File: src/rtl/ram_port_arbiter_pkg.sv
// Shared types and defaults for the two-port RAM arbiter.
// State encoding, default geometry and port index constants.
package ram_port_arbiter_pkg;

  typedef enum logic [1:0] {
    INIT,
    IDLE,
    ISSUE,
    DATA
  } state_t;

  localparam int DEF_ADDR_W    = 5;
  localparam int DEF_DATA_W    = 4;
  localparam int DEF_CLR_VALUE = 0;

  localparam logic P0 = 1'b0;
  localparam logic P1 = 1'b1;

endpackage

File: src/rtl/ram_port_arbiter_rr.sv
// rr_arb2: combinational two-way round-robin picker.
// elig[1:0], ptr (favoured port) -> gnt_valid, gnt_idx.
module rr_arb2
  import ram_port_arbiter_pkg::*;
(
  input  logic [1:0] elig,
  input  logic       ptr,
  output logic       gnt_valid,
  output logic       gnt_idx
);

  always_comb begin
    gnt_valid = |elig;
    gnt_idx   = P0;
    unique case (elig)
      2'b01:   gnt_idx = P0;
      2'b10:   gnt_idx = P1;
      2'b11:   gnt_idx = ptr;
      default: gnt_idx = P0;
    endcase
  end

endmodule

File: src/rtl/ram_port_arbiter.sv
// Owns a single-port RAM: clears it after reset, then serves two
// req/ack clients round-robin. Ports: CLOCK_50, RESET, req/we/addr/
// wdata/ack/rdata x2, ram_address/ram_data/ram_wren/ram_q, busy, grant.
module ram_port_arbiter
  import ram_port_arbiter_pkg::*;
#(
  parameter int ADDR_W    = DEF_ADDR_W,
  parameter int DATA_W    = DEF_DATA_W,
  parameter int CLR_VALUE = DEF_CLR_VALUE
) (
  input  logic              CLOCK_50,
  input  logic              RESET,
  input  logic              req0,
  input  logic              we0,
  input  logic [ADDR_W-1:0] addr0,
  input  logic [DATA_W-1:0] wdata0,
  output logic              ack0,
  output logic [DATA_W-1:0] rdata0,
  input  logic              req1,
  input  logic              we1,
  input  logic [ADDR_W-1:0] addr1,
  input  logic [DATA_W-1:0] wdata1,
  output logic              ack1,
  output logic [DATA_W-1:0] rdata1,
  output logic [ADDR_W-1:0] ram_address,
  output logic [DATA_W-1:0] ram_data,
  output logic              ram_wren,
  input  logic [DATA_W-1:0] ram_q,
  output logic              busy,
  output logic              grant
);

  localparam logic [ADDR_W-1:0] LAST = '1;
  localparam logic [DATA_W-1:0] CLR  = DATA_W'(CLR_VALUE);

  state_t            state_q, state_d;
  logic              ptr_q, ptr_d;
  logic              op_we_q, op_we_d;
  logic              grant_d;
  logic [ADDR_W-1:0] addr_d;
  logic [DATA_W-1:0] data_d;
  logic              wren_d;
  logic              ack0_d, ack1_d;
  logic [DATA_W-1:0] rdata0_d, rdata1_d;
  logic              busy_d;

  logic [1:0] elig;
  logic       gnt_valid;
  logic       gnt_idx;

  // A client still seeing its ack is not yet a new request.
  assign elig = {req1 & ~ack1, req0 & ~ack0};

  rr_arb2 u_arb (
    .elig      (elig),
    .ptr       (ptr_q),
    .gnt_valid (gnt_valid),
    .gnt_idx   (gnt_idx)
  );

  always_ff @(posedge CLOCK_50 or posedge RESET) begin
    if (RESET) begin
      state_q     <= INIT;
      ptr_q       <= P0;
      op_we_q     <= 1'b0;
      grant       <= P0;
      ram_address <= '0;
      ram_data    <= '0;
      ram_wren    <= 1'b0;
      ack0        <= 1'b0;
      ack1        <= 1'b0;
      rdata0      <= '0;
      rdata1      <= '0;
      busy        <= 1'b1;
    end else begin
      state_q     <= state_d;
      ptr_q       <= ptr_d;
      op_we_q     <= op_we_d;
      grant       <= grant_d;
      ram_address <= addr_d;
      ram_data    <= data_d;
      ram_wren    <= wren_d;
      ack0        <= ack0_d;
      ack1        <= ack1_d;
      rdata0      <= rdata0_d;
      rdata1      <= rdata1_d;
      busy        <= busy_d;
    end
  end

  always_comb begin
    state_d  = state_q;
    ptr_d    = ptr_q;
    op_we_d  = op_we_q;
    grant_d  = grant;
    addr_d   = ram_address;
    data_d   = ram_data;
    wren_d   = ram_wren;
    ack0_d   = 1'b0;
    ack1_d   = 1'b0;
    rdata0_d = rdata0;
    rdata1_d = rdata1;
    busy_d   = busy;
    unique case (state_q)
      INIT: begin
        // wren low marks the first clear edge; the address
        // register doubles as the clear counter.
        if (!ram_wren) begin
          addr_d = '0;
          data_d = CLR;
          wren_d = 1'b1;
        end else if (ram_address == LAST) begin
          wren_d  = 1'b0;
          busy_d  = 1'b0;
          state_d = IDLE;
        end else begin
          addr_d = ram_address + ADDR_W'(1);
        end
      end
      IDLE: begin
        wren_d = 1'b0;
        if (gnt_valid) begin
          grant_d = gnt_idx;
          if (gnt_idx == P1) begin
            addr_d  = addr1;
            data_d  = wdata1;
            wren_d  = we1;
            op_we_d = we1;
          end else begin
            addr_d  = addr0;
            data_d  = wdata0;
            wren_d  = we0;
            op_we_d = we0;
          end
          if (&elig) ptr_d = ~gnt_idx;
          state_d = ISSUE;
        end
      end
      ISSUE: begin
        wren_d  = 1'b0;
        state_d = DATA;
      end
      DATA: begin
        if (grant == P1) begin
          ack1_d = 1'b1;
          if (!op_we_q) rdata1_d = ram_q;
        end else begin
          ack0_d = 1'b1;
          if (!op_we_q) rdata0_d = ram_q;
        end
        state_d = IDLE;
      end
      default: state_d = INIT;
    endcase
  end

endmodule
File: config.mk
export PLATFORM = sky130hd
export DESIGN_NAME = ram_port_arbiter
export DESIGN_NICKNAME = d
export VERILOG_FILES = /design/src/rtl/ram_port_arbiter_pkg.sv /design/src/rtl/ram_port_arbiter_rr.sv /design/src/rtl/ram_port_arbiter.sv
export SDC_FILE = /design/constraint.sdc
export NUM_CORES = 1
export LEC_CHECK = 0
export BUFFER_PORTS_ARGS = -buffer_cell sky130_fd_sc_hd__buf_2
export CAP_MARGIN = 20
export CORE_ASPECT_RATIO = 1.4
export CORE_MARGIN = 5
export CORE_UTILIZATION = 51
export CTS_BUF_LIST = sky130_fd_sc_hd__clkbuf_8
export DETAILED_ROUTE_END_ITERATION = 7
export GPL_ROUTABILITY_DRIVEN = 1
export MAX_ROUTING_LAYER = met4
export PLACE_DENSITY = 0.82
export SKIP_LAST_GASP = 1
export SLEW_MARGIN = 20
export SYNTH_ARGS = -nofsm -noshare
export SYNTH_HDL_FRONTEND = slang
export SYNTH_SLANG_ARGS = --single-unit
File: constraint.sdc
create_clock -name CLOCK_50 -period 2.4 [get_ports CLOCK_50]
set_input_delay 0.72 -clock CLOCK_50 [delete_from_list [all_inputs] [get_ports CLOCK_50]]
set_output_delay 0.72 -clock CLOCK_50 [all_outputs]
set_load 0.005 [all_outputs]
* Word level (Yosys, flattened, before mapping) *
Index checks and enable logic that the tools add are counted.

word-level totals
  register bits after elaboration = 26
  bits of input ports = 28
  word-level logic and storage cells = 66

cells by class
  add/subtract/negate cells = 1
  equality and inequality tests = 11
  multiplexer cells = 23
  bitwise logic cells = 7
  reduce and logical (&&, ||, !) cells = 12

operators by type and width
  operator                                                         number
  5-bit 2-to-1 mux                                                 4
  3-bit AND reduction                                              6
  4-bit 2-to-1 mux                                                 3
  5-bit case mux with 2 select lines                               1
  2-bit == test, second input constant                             4
  1-bit 2-to-1 mux                                                 8
  2-bit inequality test, second input constant                     4
  2-bit case mux with 4 select lines                               1
  4-bit case mux with 2 select lines                               1
  2-bit 2-to-1 mux                                                 3
  5-bit by 1-bit adder with 5-bit output, second input constant    1
  5-bit == test, second input constant                             1
  1-bit inverter                                                   5
  4-bit AND reduction                                              1
  3-bit inequality test, second input constant                     1
  1-bit case mux with 3 select lines                               1
  3-bit nonzero test                                               1
  1-bit AND                                                        2
  2-bit by 1-bit == test with 1-bit output, second input constant  1
  2-bit logical NOT                                                1
  1-bit case mux with 2 select lines                               1
  2-bit AND reduction                                              1
  2-bit nonzero test                                               1
  2-bit OR reduction                                               1

* Depth between registers and ports, before layout *
Gate-level depths: netlist (run 1).

  depth after elaboration = 7
  gate-level depth with buffers = 7

* Hierarchy *
From an unflattened synthesis (run 1), not the netlist that was laid out.

unflattened totals
  cell total of the unflattened synthesis = 120
  area total of the unflattened synthesis = 1398.8 um^2

by module, submodules not included
  module            times used  cells an instance  area an instance (um^2)  seq. area each (um^2)
  ram_port_arbiter  1           117                1381.3                   651.9
  rr_arb2           1           3                  17.5                     0.0

* Worst setup path after synthesis (run 1) *
OpenSTA, ideal clock, no wires.

  kind = register to register
  start point = reg ram_address[0]
  end point = reg ram_address[3]
  library setup time = 0.121 ns
  arrival = 1.911 ns
  data required time = 2.279 ns
  slack = 0.368 ns
  stages on the path, launching flop included = 8
  path buffers = 0
  period minus slack after synthesis = 2.032 ns
  cells stage by stage = dfrtp_1 ha_1 and3_1 ha_1 and3_1 a311oi_4 nand2_1 a22o_1

on the way
  cells in the longest elaborated chain, start to end = 4
  elaborated cells on any way between the ends = 7
  classes of those cells = add/sub (1); eq/ne (2); mux (3); reduce/logical (1)

ends and longest elaborated chain
  item                                    line                     text
  from (decl)                             ram_port_arbiter.sv:25   output logic [ADDR_W-1:0] ram_address,
  from (signal assigned)                  ram_port_arbiter.sv:80   ram_address <= addr_d;
  5-bit by 1-bit adder with 5-bit output  ram_port_arbiter.sv:117  addr_d = ram_address + ADDR_W'(1);
  5-bit 2-to-1 mux                        ram_port_arbiter.sv:112  end else if (ram_address == LAST) begin
  5-bit 2-to-1 mux                        ram_port_arbiter.sv:108  if (!ram_wren) begin
  5-bit case mux with 2 select lines      ram_port_arbiter.sv:104  unique case (state_q)

Parallel ways exist; a longest one is shown, timed or not. The select of a mux whose other input is x is not followed.
A chain may end at the register's enable or synchronous reset.

* Final worst setup path (run 1) *
  start point = reg ram_address[0]
  end point = reg ram_address[4]

Same word-level chain as after synthesis.

==> results of run 1 <==
[worst max-delay path: stages, from the launching register on]
cell and delay [ns]:
dfrtp_1 0.44, ha_1 0.26, and3_1 0.19, ha_1 0.19
and3_1 0.22, a311oi_4 0.44, mux2i_1 0.26, o21ai_0 0.10
[per-stage QoR]
step / hold WS, ns / utilization [%] / setup WS (ns) / power, mW / area, µm²
finish: 0.481 / 66.2 / 0.183 / 2.18 / 1730
global route: 0.505 / 66.2 / 0.0474 / 2.37 / 1730
CTS: 0.489 / 66.2 / 0.191 / 2.20 / 1730
detailed placement: 0.475 / 64.1 / 0.202 / 1.90 / 1680
global placement: 0.462 / 64.1 / 0.307 / 1.82 / 1680
floorplan: 0.447 / - / 0.368 / 1.51 / 1380
[power by group]
part | internal, mW | switching [mW] | leakage, nW | total (mW)
clock | 0.147 | 0.140 | 0.0288 | 0.287
sequential | 0.643 | 0.162 | 0.317 | 0.805
combinational | 0.537 | 0.547 | 0.530 | 1.08
[logic make-up (layout without fill, tap and decap cells)]
logic type / Yosys count / count (layout) / synth area share (%)
AND/OR/NAND/NOR: 36 / 36 / 15.2
flip-flops: 26 / 26 / 47.3
buffers and inverters: 9 / 63 / 2.99
AO/OA/AOI/OAI: 24 / 24 / 13.1
XOR/XNOR: 1 / 1 / 0.635
multiplexers: 19 / 19 / 14.5
adder cells (fa/ha/maj): 7 / 7 / 6.35
[layer usage]
layer  vias up  global-route usage, %  wire length, µm
met5         -                      -                0
met3         5                   2.70              177
li1        544                      -                -
met4         0                   6.82               52
met1       534                   21.8             1220
met2        36                   36.4             1840
[worst max path at each step]
stage	endpoint	slack, ns	cells past startpoint
after global routing	ram_address[1]$_DFFE_PP0P_	0.05	7
after global placement	ram_address[4]$_DFFE_PP0P_	0.31	7
after floorplan	ram_address[3]$_DFFE_PP0P_	0.37	7
final	ram_address[4]$_DFFE_PP0P_	0.18	7
after detailed placement	ram_address[4]$_DFFE_PP0P_	0.20	7
after CTS	ram_address[4]$_DFFE_PP0P_	0.19	7
[layout by cell type, fill, tap and decap left out, drive strengths merged, types with 2 or more instances in the layout]
cell type / count
buf: 52
clkbuf: 4
o21ai: 8
nand3: 4
and3: 2
a22oi: 2
inv: 7
o211ai: 3
nor2: 5
nor2b: 5
nand2: 6
o22ai: 4
mux2i: 11
a22o: 3
mux2: 8
nand2b: 5
ha: 7
and2: 3
dfrtp: 25
[flip-flops by register name (all words and copies together) (netlist names)]
register / flops
ack0: 1
ack1: 1
busy: 1
grant: 1
op_we_q: 1
ptr_q: 1
ram_address: 5
ram_data: 4
ram_wren: 1
rdata0: 4
rdata1: 4
state_q: 2
[final cells by class]
cell class,count,area [µm²]
inverter,7,26.3
sequential,26,652
clock buffer,4,55.1
tap,36,45.0
fill,212,883
timing repair buffer,52,268
multi-input combinational,87,686
==> results.cfg, run 1 <==
[status]
run_status = complete, no violations

[synthesis]
synthDominantCellAreaShare_pct = 45.4
yosys.cell_count.top_type = dfrtp_1
postSynthNetCount = 157
synth_seq_area_share_pct = 47.3
synthFlopType = dfrtp_1
synth_edf_count = 0
synth_seq_cells = 26
synth_top_area_cell = dfrtp_1
synthTopCellsByArea = dfrtp_1 (45%), mux2i_1 (8.0%), mux2_2 (6.5%)
mappedNetlistArea_um2 = 1380
asyncSetResetFlopFracSynth_pct = 100
yosys-top-cells-count = dfrtp_1 (25), mux2i_1 (11), mux2_2 (8)
netlist-cell-type-count = 33
ys.warnings.count = 0
avgSynthCellArea_um2 = 11.3
synth_cells = 122

[sta]
min_period_ns = 2.22
final_max_slew_viol_count = 0
worstMarginPinSlew_ns = 0.584
maxClockFrequency_mhz = 451
layout_worst_path_cycle_share_pct = 92.4
hold_viol_final = 0
worst_clock_skew_ns = 0.00217
setup_total_negative_slack_ns = 0
rsz0062_at_grt = no
setup-violations-final = 0
max-slew-margin-rel_pct = 60.7

[routing]
postRouteAntennaNets = 0
route.vias.total = 1119
routed_wire_length_um = 3290
vias_per_cell = 5.28
drt_pass_1_iters = 2
drc = 0
wl_per_cell_um = 15.5
first_iter_violations = 24

[setup_path]
endpoint_of_the_most_critical_register_to_register_path = ram_address[4]$_DFFE_PP0P_
rrSetupSlack_ns = 0.18
cp-start-kind = flop
worst-r2r-cell-count = 7
timing.critical_path.from = ram_address[0]$_DFFE_PP0P_
cp-end-kind = flop
rr_startpoint = ram_address[0]$_DFFE_PP0P_
worstPathRequired_ns = 2.56
critical_path.max_fanout = 8
timing.critical_path.arrival_ns = 2.38
criticalPathCategory = reg -> reg

[place]
place.detailed.hpwl_um = 2620
global_placement_routability_congestion = 0.787
numPortBuffers = 49
placed_cells_incl_taps = 208

[cells_and_area]
finalNonFillerCells = 212
area.growth.synth_to_final_pct = 25.6
nets = 212
antennaDiodeCount = 0
ratio_of_cells_with_drive_above_1_in_the_final_layout_pct = 38.6

[global_route]
groute.usage.overall_pct = 20.2
first_global_vias = 1279
grt_max_degree = 27
grt_antenna_before_repair = 0
grt_first_pass_wirelength_um = 5640
grt_overflow = 0

[hold_path]
hold_path.class = in -> async

[floorplanning]
placement_rows = 22
area_of_the_core_um2 = 2620
design.portCount = 50
initial_core_util_pct = 52.7
die_y_um = 71.5
design.die.area_um2 = 3860
fp.dieW_um = 53.9

[cts]
ctsHoldBuffers = 0
clk_path_buf_depth = 2
cts.repair_timing.setup_buffer_count = 0
h-tree-depth = 1
clock_latency_ns = 0.27
cts_tree = built
clk_sinks = 26
cts_buffers = 3
clk_pin_slew_ns = 0.09
cts-resized-gates = 0
ctsRootBufferMaster = clkbuf_8

[power]
power.ir.vdd_worst_mv = 0.926
total_leakage_power_nw = 0.876
cellPowerDensity_nw_per_um2 = 1260

[run]
timing.max_cap.violations = 0
Note: power is estimated with default switching activity, not from simulation.
==> run 2: changes to the inputs <==
- CELL_PAD_IN_SITES_DETAIL_PLACEMENT: not set -> 1
- CELL_PAD_IN_SITES_GLOBAL_PLACEMENT: not set -> 1
- CORE_UTILIZATION: 51 -> 39
- PLACE_DENSITY: 0.82 -> not set
- PLACE_DENSITY_LB_ADDON: not set -> 0.1
- SKIP_LAST_GASP: 1 -> not set
==> run 2 against run 1 <==
Power increased by 3.2%; worst hold slack got worse by 0.036 ns; cell count increased by 1.9%; first-iteration DRC count increased by 4.2%; clock skew increased by 0.0016 ns; clock power increased by 26%; global-route usage decreased by 4.3 points; critical path depth unchanged; sequential power decreased by 0.9%; combinational power about the same; sequential share of layout area decreased by 0.46 points; via count increased by 2.0%; largest cell class unchanged; largest power group unchanged.
==> results.cfg, run 2 (synthesized netlist as in run 1, its figures left out) <==
[routing]
drt_pass_1_iters = 4
vias_per_cell = 5.28
top_signal_layer_used = met4
routed_wire_length_um = 3530
detailroute.wirelength.met3_um = 146
drc = 0
route.vias.total = 1141
postRouteAntennaNets = 0
wl_per_cell_um = 16.3
detailroute.wirelength.met2_um = 2030
first_iter_violations = 25
detail_route.wirelength.met1_um = 1320

[sta]
setup_total_negative_slack_ns = 0
worstMarginPinSlew_ns = 0.656
postLayoutSetupSlackWorst_ns = 0.189
hold_viol_final = 0
rsz0062_at_grt = no
min_period_ns = 2.21
fin_hold_ws_ns = 0.445
max-slew-margin-rel_pct = 55.8
maxClockFrequency_mhz = 452
final_max_slew_viol_count = 0
layout_worst_path_cycle_share_pct = 92.1
setup-violations-final = 0
worst_clock_skew_ns = 0.00379

[power]
total_leakage_power_nw = 0.883
power.ir.vdd_worst_mv = 0.658
fin_total_pwr_mw = 2.25
cellPowerDensity_nw_per_um2 = 1280

[setup_path]
cp-start-kind = flop
timing.critical_path.arrival_ns = 2.37
cp-end-kind = flop
worstSetupPathDepth = 7
worstSetupEndpoint = ram_address[1]$_DFFE_PP0P_
max_stage_delay_ns = 0.45
path_delay_family = compound AO/OA/AOI/OAI gates
worst-r2r-cell-count = 7
criticalPathCategory = reg -> reg
timing.critical_path.from = ram_address[0]$_DFFE_PP0P_
critical_path.slowest_cell = a311oi_4
critPathBufInv = 0
worstPathRequired_ns = 2.56
endpoint_of_the_most_critical_register_to_register_path = ram_address[1]$_DFFE_PP0P_
crit_chain = ha_1, and3_1, ha_1, and3_1, a311oi_4, mux2i_1, o21ai_0
rrSetupSlack_ns = 0.19
rr_startpoint = ram_address[0]$_DFFE_PP0P_
critical_path.max_fanout = 8

[place]
dp_worst_setup_slack_ns = 0.173
global_placement_routability_congestion = 0.827
place.detailed.hpwl_um = 2870
numPortBuffers = 49

[cells_and_area]
final_cell_mix = buf_2 (49), dfrtp_1 (25), mux2i_1 (11)
multi_input_area_um2 = 686
nFillCells = 407
antennaDiodeCount = 0
register_area_um2 = 652
max_flop_register = ram_address
ratio_of_cells_with_drive_above_1_in_the_final_layout_pct = 38.6
nets = 212
max_ffs_per_register = 5
mostFrequentLayoutCell = buf_2
area.growth.synth_to_final_pct = 27.1

[cts]
cts_buffers = 3
clk_path_buf_depth = 2
cts.repair_timing.setup_buffer_count = 0
h-tree-depth = 1
ctsHoldBuffers = 0
clk_pin_slew_ns = 0.09
cts_tree = built
ctsRootBufferMaster = clkbuf_8
cts-resized-gates = 0
clk_sinks = 26
clock_latency_ns = 0.27

[status]
run_status = complete, no violations

[global_route]
grt_overflow = 0
groute.usage.overall_pct = 16.0
grt_first_pass_wirelength_um = 5710
grt_antenna_before_repair = 0
grt_max_degree = 17
first_global_vias = 1237

[floorplanning]
placement_rows = 25
die_y_um = 80.4
area_of_the_core_um2 = 3410
design.die.area_um2 = 4840
design.portCount = 50
fp.dieW_um = 60.3
initial_core_util_pct = 40.4

[run]
timing.max_cap.violations = 0

[hold_path]
hold_path.class = in -> async
-- run 2: cell types whose count changed in the layout (fill, tap and decap cells not counted) --
cell       delta
bufinv_16     +1
clkbuf_8      -1
-- run 2: layout make-up --
class,count,share of cell area (%)
multi-input combinational,87,39.1
clock buffer,3,2.36
inverter,7,1.50
tap,40,2.86
clock inverter,1,1.71
timing repair buffer,52,15.3
sequential,26,37.2
-- run 2: how the worst min path moves through the flow --
stage                                  from                 endpoint  slack [ns]  cells past startpoint
after global routing                  RESET  ram_data[0]$_DFFE_PP0P_        0.49                      2
after CTS                             RESET  ram_data[0]$_DFFE_PP0P_        0.47                      2
after global placement    ptr_q$_DFFE_PP0P_        ptr_q$_DFFE_PP0P_        0.46                      1
after floorplan           ptr_q$_DFFE_PP0P_        ptr_q$_DFFE_PP0P_        0.45                      1
final                                 RESET  ram_data[0]$_DFFE_PP0P_        0.44                      2
after detailed placement   busy$_DFFE_PP1P_         busy$_DFFE_PP1P_        0.48                      1
-- run 2: per-stage QoR --
stage	instance area (µm²)	cells	util (%)
floorplan	1380	122	-
global placement	1680	212	49.3
finish	1750	216	51.4
CTS	1750	216	51.4
global route	1750	216	51.4
detailed placement	1680	212	49.3
-- run 2: worst reg2reg max path: cells and delay by family, from the launching register on --
family	cells	cell delay, ns
AOI/OAI and AO/OA	2	0.55
and+or+nand+nor	2	0.42
muxes	1	0.26
DFF	1	0.43
adders and majority gates	2	0.44
-- run 2: layer usage --
| metal | GRT usage [%] | up-vias |
|---|---|---|
| met2 | 28.8 | 29 |
| met1 | 18.1 | 564 |
| met4 | 3.99 | 0 |
| met5 | - | - |
| li1 | - | 543 |
| met3 | 2.09 | 5 |
-- run 2: power by group --
part	switching (mW)	internal [mW]	leakage, nW
Sequential	0.155	0.643	0.317
Clock	0.138	0.223	0.0357
Combinational	0.551	0.536	0.530
==> run 3: changes to the inputs <==
- CORE_ASPECT_RATIO: 1.4 -> 0.5
- SYNTH_HIERARCHICAL: not set -> 1
==> run 3 against run 2 <==
Worst setup slack better by 0.14 ns; global-route usage is essentially flat; combinational power grew 6%; worst hold slack better by 0.026 ns; routed wire length shrank 1.7%; final area up 3.1%; synthesized cell count decreased by 1.6%; flip-flop and latch count unchanged; via count decreased by 4.0%; critical path depth did not move; clock power increased by 3%; highest routed layer unchanged.
==> results.cfg, run 3 <==
[floorplanning]
initial_core_util_pct = 40.7
placement_rows = 15
design.die.area_um2 = 4960
fp.dieW_um = 94.7
area_of_the_core_um2 = 3430
design.portCount = 50
die_y_um = 52.4

[synthesis]
avgSynthCellArea_um2 = 11.7
synth_seq_area_share_pct = 46.6
synthFlopType = dfrtp_1
yosys-top-cells-count = dfrtp_1 (25), mux2_2 (14), nor2b_1 (10), inv_1 (8), mux2i_1 (7)
adder_and_majority_gate_portion_of_the_synthesized_area_pct = 5.37
synth_cells = 120
postSynthNetCount = 154
synth-compound-area-share_pct = 6.71
synthDominantCellAreaShare_pct = 44.7
synth_edf_count = 0
muxShareOfSynthArea_pct = 22.5
mappedNetlistArea_um2 = 1400
synth_top_family_by_area = multiplexers
ys.warnings.count = 6
yosys.cell_count.top_type = dfrtp_1
post_synth_simple_gate_area_pct = 15.6
synthXorXnorAreaFrac_pct = 0
asyncSetResetFlopFracSynth_pct = 100
synth_top_area_cell = dfrtp_1
netlist-cell-type-count = 35
synthTopCellsByArea = dfrtp_1 (45%), mux2_2 (11%), ha_1 (5.4%)
synth_seq_cells = 26

[sta]
fin_hold_ws_ns = 0.471
postLayoutSetupSlackWorst_ns = 0.326
worstMarginPinSlew_ns = 0.407
hold_viol_final = 0
final_max_slew_viol_count = 0
setup-violations-final = 0
min_period_ns = 2.07
worst_clock_skew_ns = 0.00331
rsz0062_at_grt = no
max-slew-margin-rel_pct = 72.8
layout_worst_path_cycle_share_pct = 86.4
maxClockFrequency_mhz = 482
setup_total_negative_slack_ns = 0

[routing]
drc = 0
first_iter_violations = 11
route.vias.total = 1095
wl_per_cell_um = 15.3
routed_wire_length_um = 3470
postRouteAntennaNets = 0
drt_pass_1_iters = 3
vias_per_cell = 4.82

[cells_and_area]
ratio_of_cells_with_drive_above_1_in_the_final_layout_pct = 44.3
max_flop_register = ram_address
nets = 211
antennaDiodeCount = 0
final_design_instance_area_without_fill_um2 = 1810
mostFrequentLayoutCell = buf_2
area.growth.synth_to_final_pct = 29.2
final_cell_mix = buf_2 (49), dfrtp_1 (25), mux2_2 (14)
max_ffs_per_register = 5

[cts]
ctsHoldBuffers = 0
h-tree-depth = 1
clock_latency_ns = 0.28
clk_path_buf_depth = 2
cts_tree = built
clk_sinks = 26
clk_pin_slew_ns = 0.10
ctsRootBufferMaster = clkbuf_8
cts-resized-gates = 0
cts_buffers = 3
cts.repair_timing.setup_buffer_count = 0

[setup_path]
cp-start-kind = input pin
rrSetupSlack_ns = 0.47
worst-r2r-cell-count = 6
rr_startpoint = ack1$_DFF_PP0_
criticalPathCategory = in -> reg
endpoint_of_the_most_critical_register_to_register_path = ram_address[0]$_DFFE_PP0P_
timing.critical_path.arrival_ns = 2.24
worstPathRequired_ns = 2.56
cp-end-kind = flop
critical_path.max_fanout = 7

[global_route]
grt_max_degree = 27
first_global_vias = 1163
groute.usage.overall_pct = 16.0
grt_antenna_before_repair = 0
grt_first_pass_wirelength_um = 5820
grt_overflow = 0

[status]
run_status = complete, no violations

[run]
timing.max_cap.violations = 0

[place]
dp_worst_setup_slack_ns = 0.0678
place.detailed.hpwl_um = 2720
area_after_detailed_placement_um2 = 1740
global_placement_routability_congestion = 0.824
numPortBuffers = 49

[hold_path]
whs_endpoint = ack0$_DFF_PP0_
hold_path.class = reg -> reg
hold_sp = grant$_DFFE_PP0P_
timing.hold.worst_path_depth = 1

[power]
power.ir.vdd_worst_mv = 0.571
total_leakage_power_nw = 0.917
cellPowerDensity_nw_per_um2 = 1280
-- run 3: changes by cell type in the layout (fill, tap and decap cells not counted), sizes merged, moves of 3 or more --
cell	delta
mux2i	-4
o22ai	-4
a21oi	+4
o21ai	-7
buf	+3
nand2b	-3
nand4	+4
nor2b	+5
mux2	+13
nand3	-3
nor2	-5
-- run 3: worst max-delay path by stage --
stage,start,to,slack (ns),cells after the start
after detailed placement,req1,ram_address[0]$_DFFE_PP0P_,0.07,7
after CTS,req1,ram_address[0]$_DFFE_PP0P_,0.31,7
final,req1,ram_address[0]$_DFFE_PP0P_,0.33,7
after floorplan,req1,ram_address[2]$_DFFE_PP0P_,0.27,6
after global routing,req1,ram_address[0]$_DFFE_PP0P_,0.25,7
after global placement,req1,ram_address[4]$_DFFE_PP0P_,0.19,6
-- run 3: cell type report --
class                      instances  area, µm²
tap                               51       63.8
multi-input combinational         83        701
clock inverter                     1       30.0
timing repair buffer              55        290
sequential                        26        652
inverter                           8       30.0
clock buffer                       3       41.3
fill                             397       1630
-- run 3: where the power goes --
group / internal (mW) / switching, mW
Combinational: 0.612 / 0.534
Sequential: 0.643 / 0.148
Clock: 0.223 / 0.149
-- run 3: routing by layer --
layer	up-vias	GRT usage [%]	part of all wire, %	wire length, µm
met4	0	2.15	0.12	4
met2	33	27.1	47	1610
li1	536	-	-	-
met3	2	4.45	6.2	216
met5	-	-	0	0
met1	524	19.9	47	1630
-- run 3: metrics by stage --
| step | utilization, % | cells | total power, mW |
|---|---|---|---|
| floorplan | - | 120 | 1.55 |
| global placement | 50.6 | 223 | 1.92 |
| detailed placement | 50.6 | 223 | 1.97 |
| CTS | 52.6 | 227 | 2.35 |
| global route | 52.6 | 227 | 2.52 |
| finish | 52.6 | 227 | 2.31 |
-- run 3: logic make-up after synthesis --
group | Yosys count
fa+ha+maj | 6
flops | 26
simple gates | 35
buf+inv | 11
mux | 28
compound gates | 14
-- run 3: worst max-delay path, stage by stage --
cell and delay, ns:
buf_2 0.07, nor2b_1 0.16, a21boi_1 0.40, buf_4 0.26
mux2_2 0.35, a22oi_1 0.17, a21oi_1 0.11
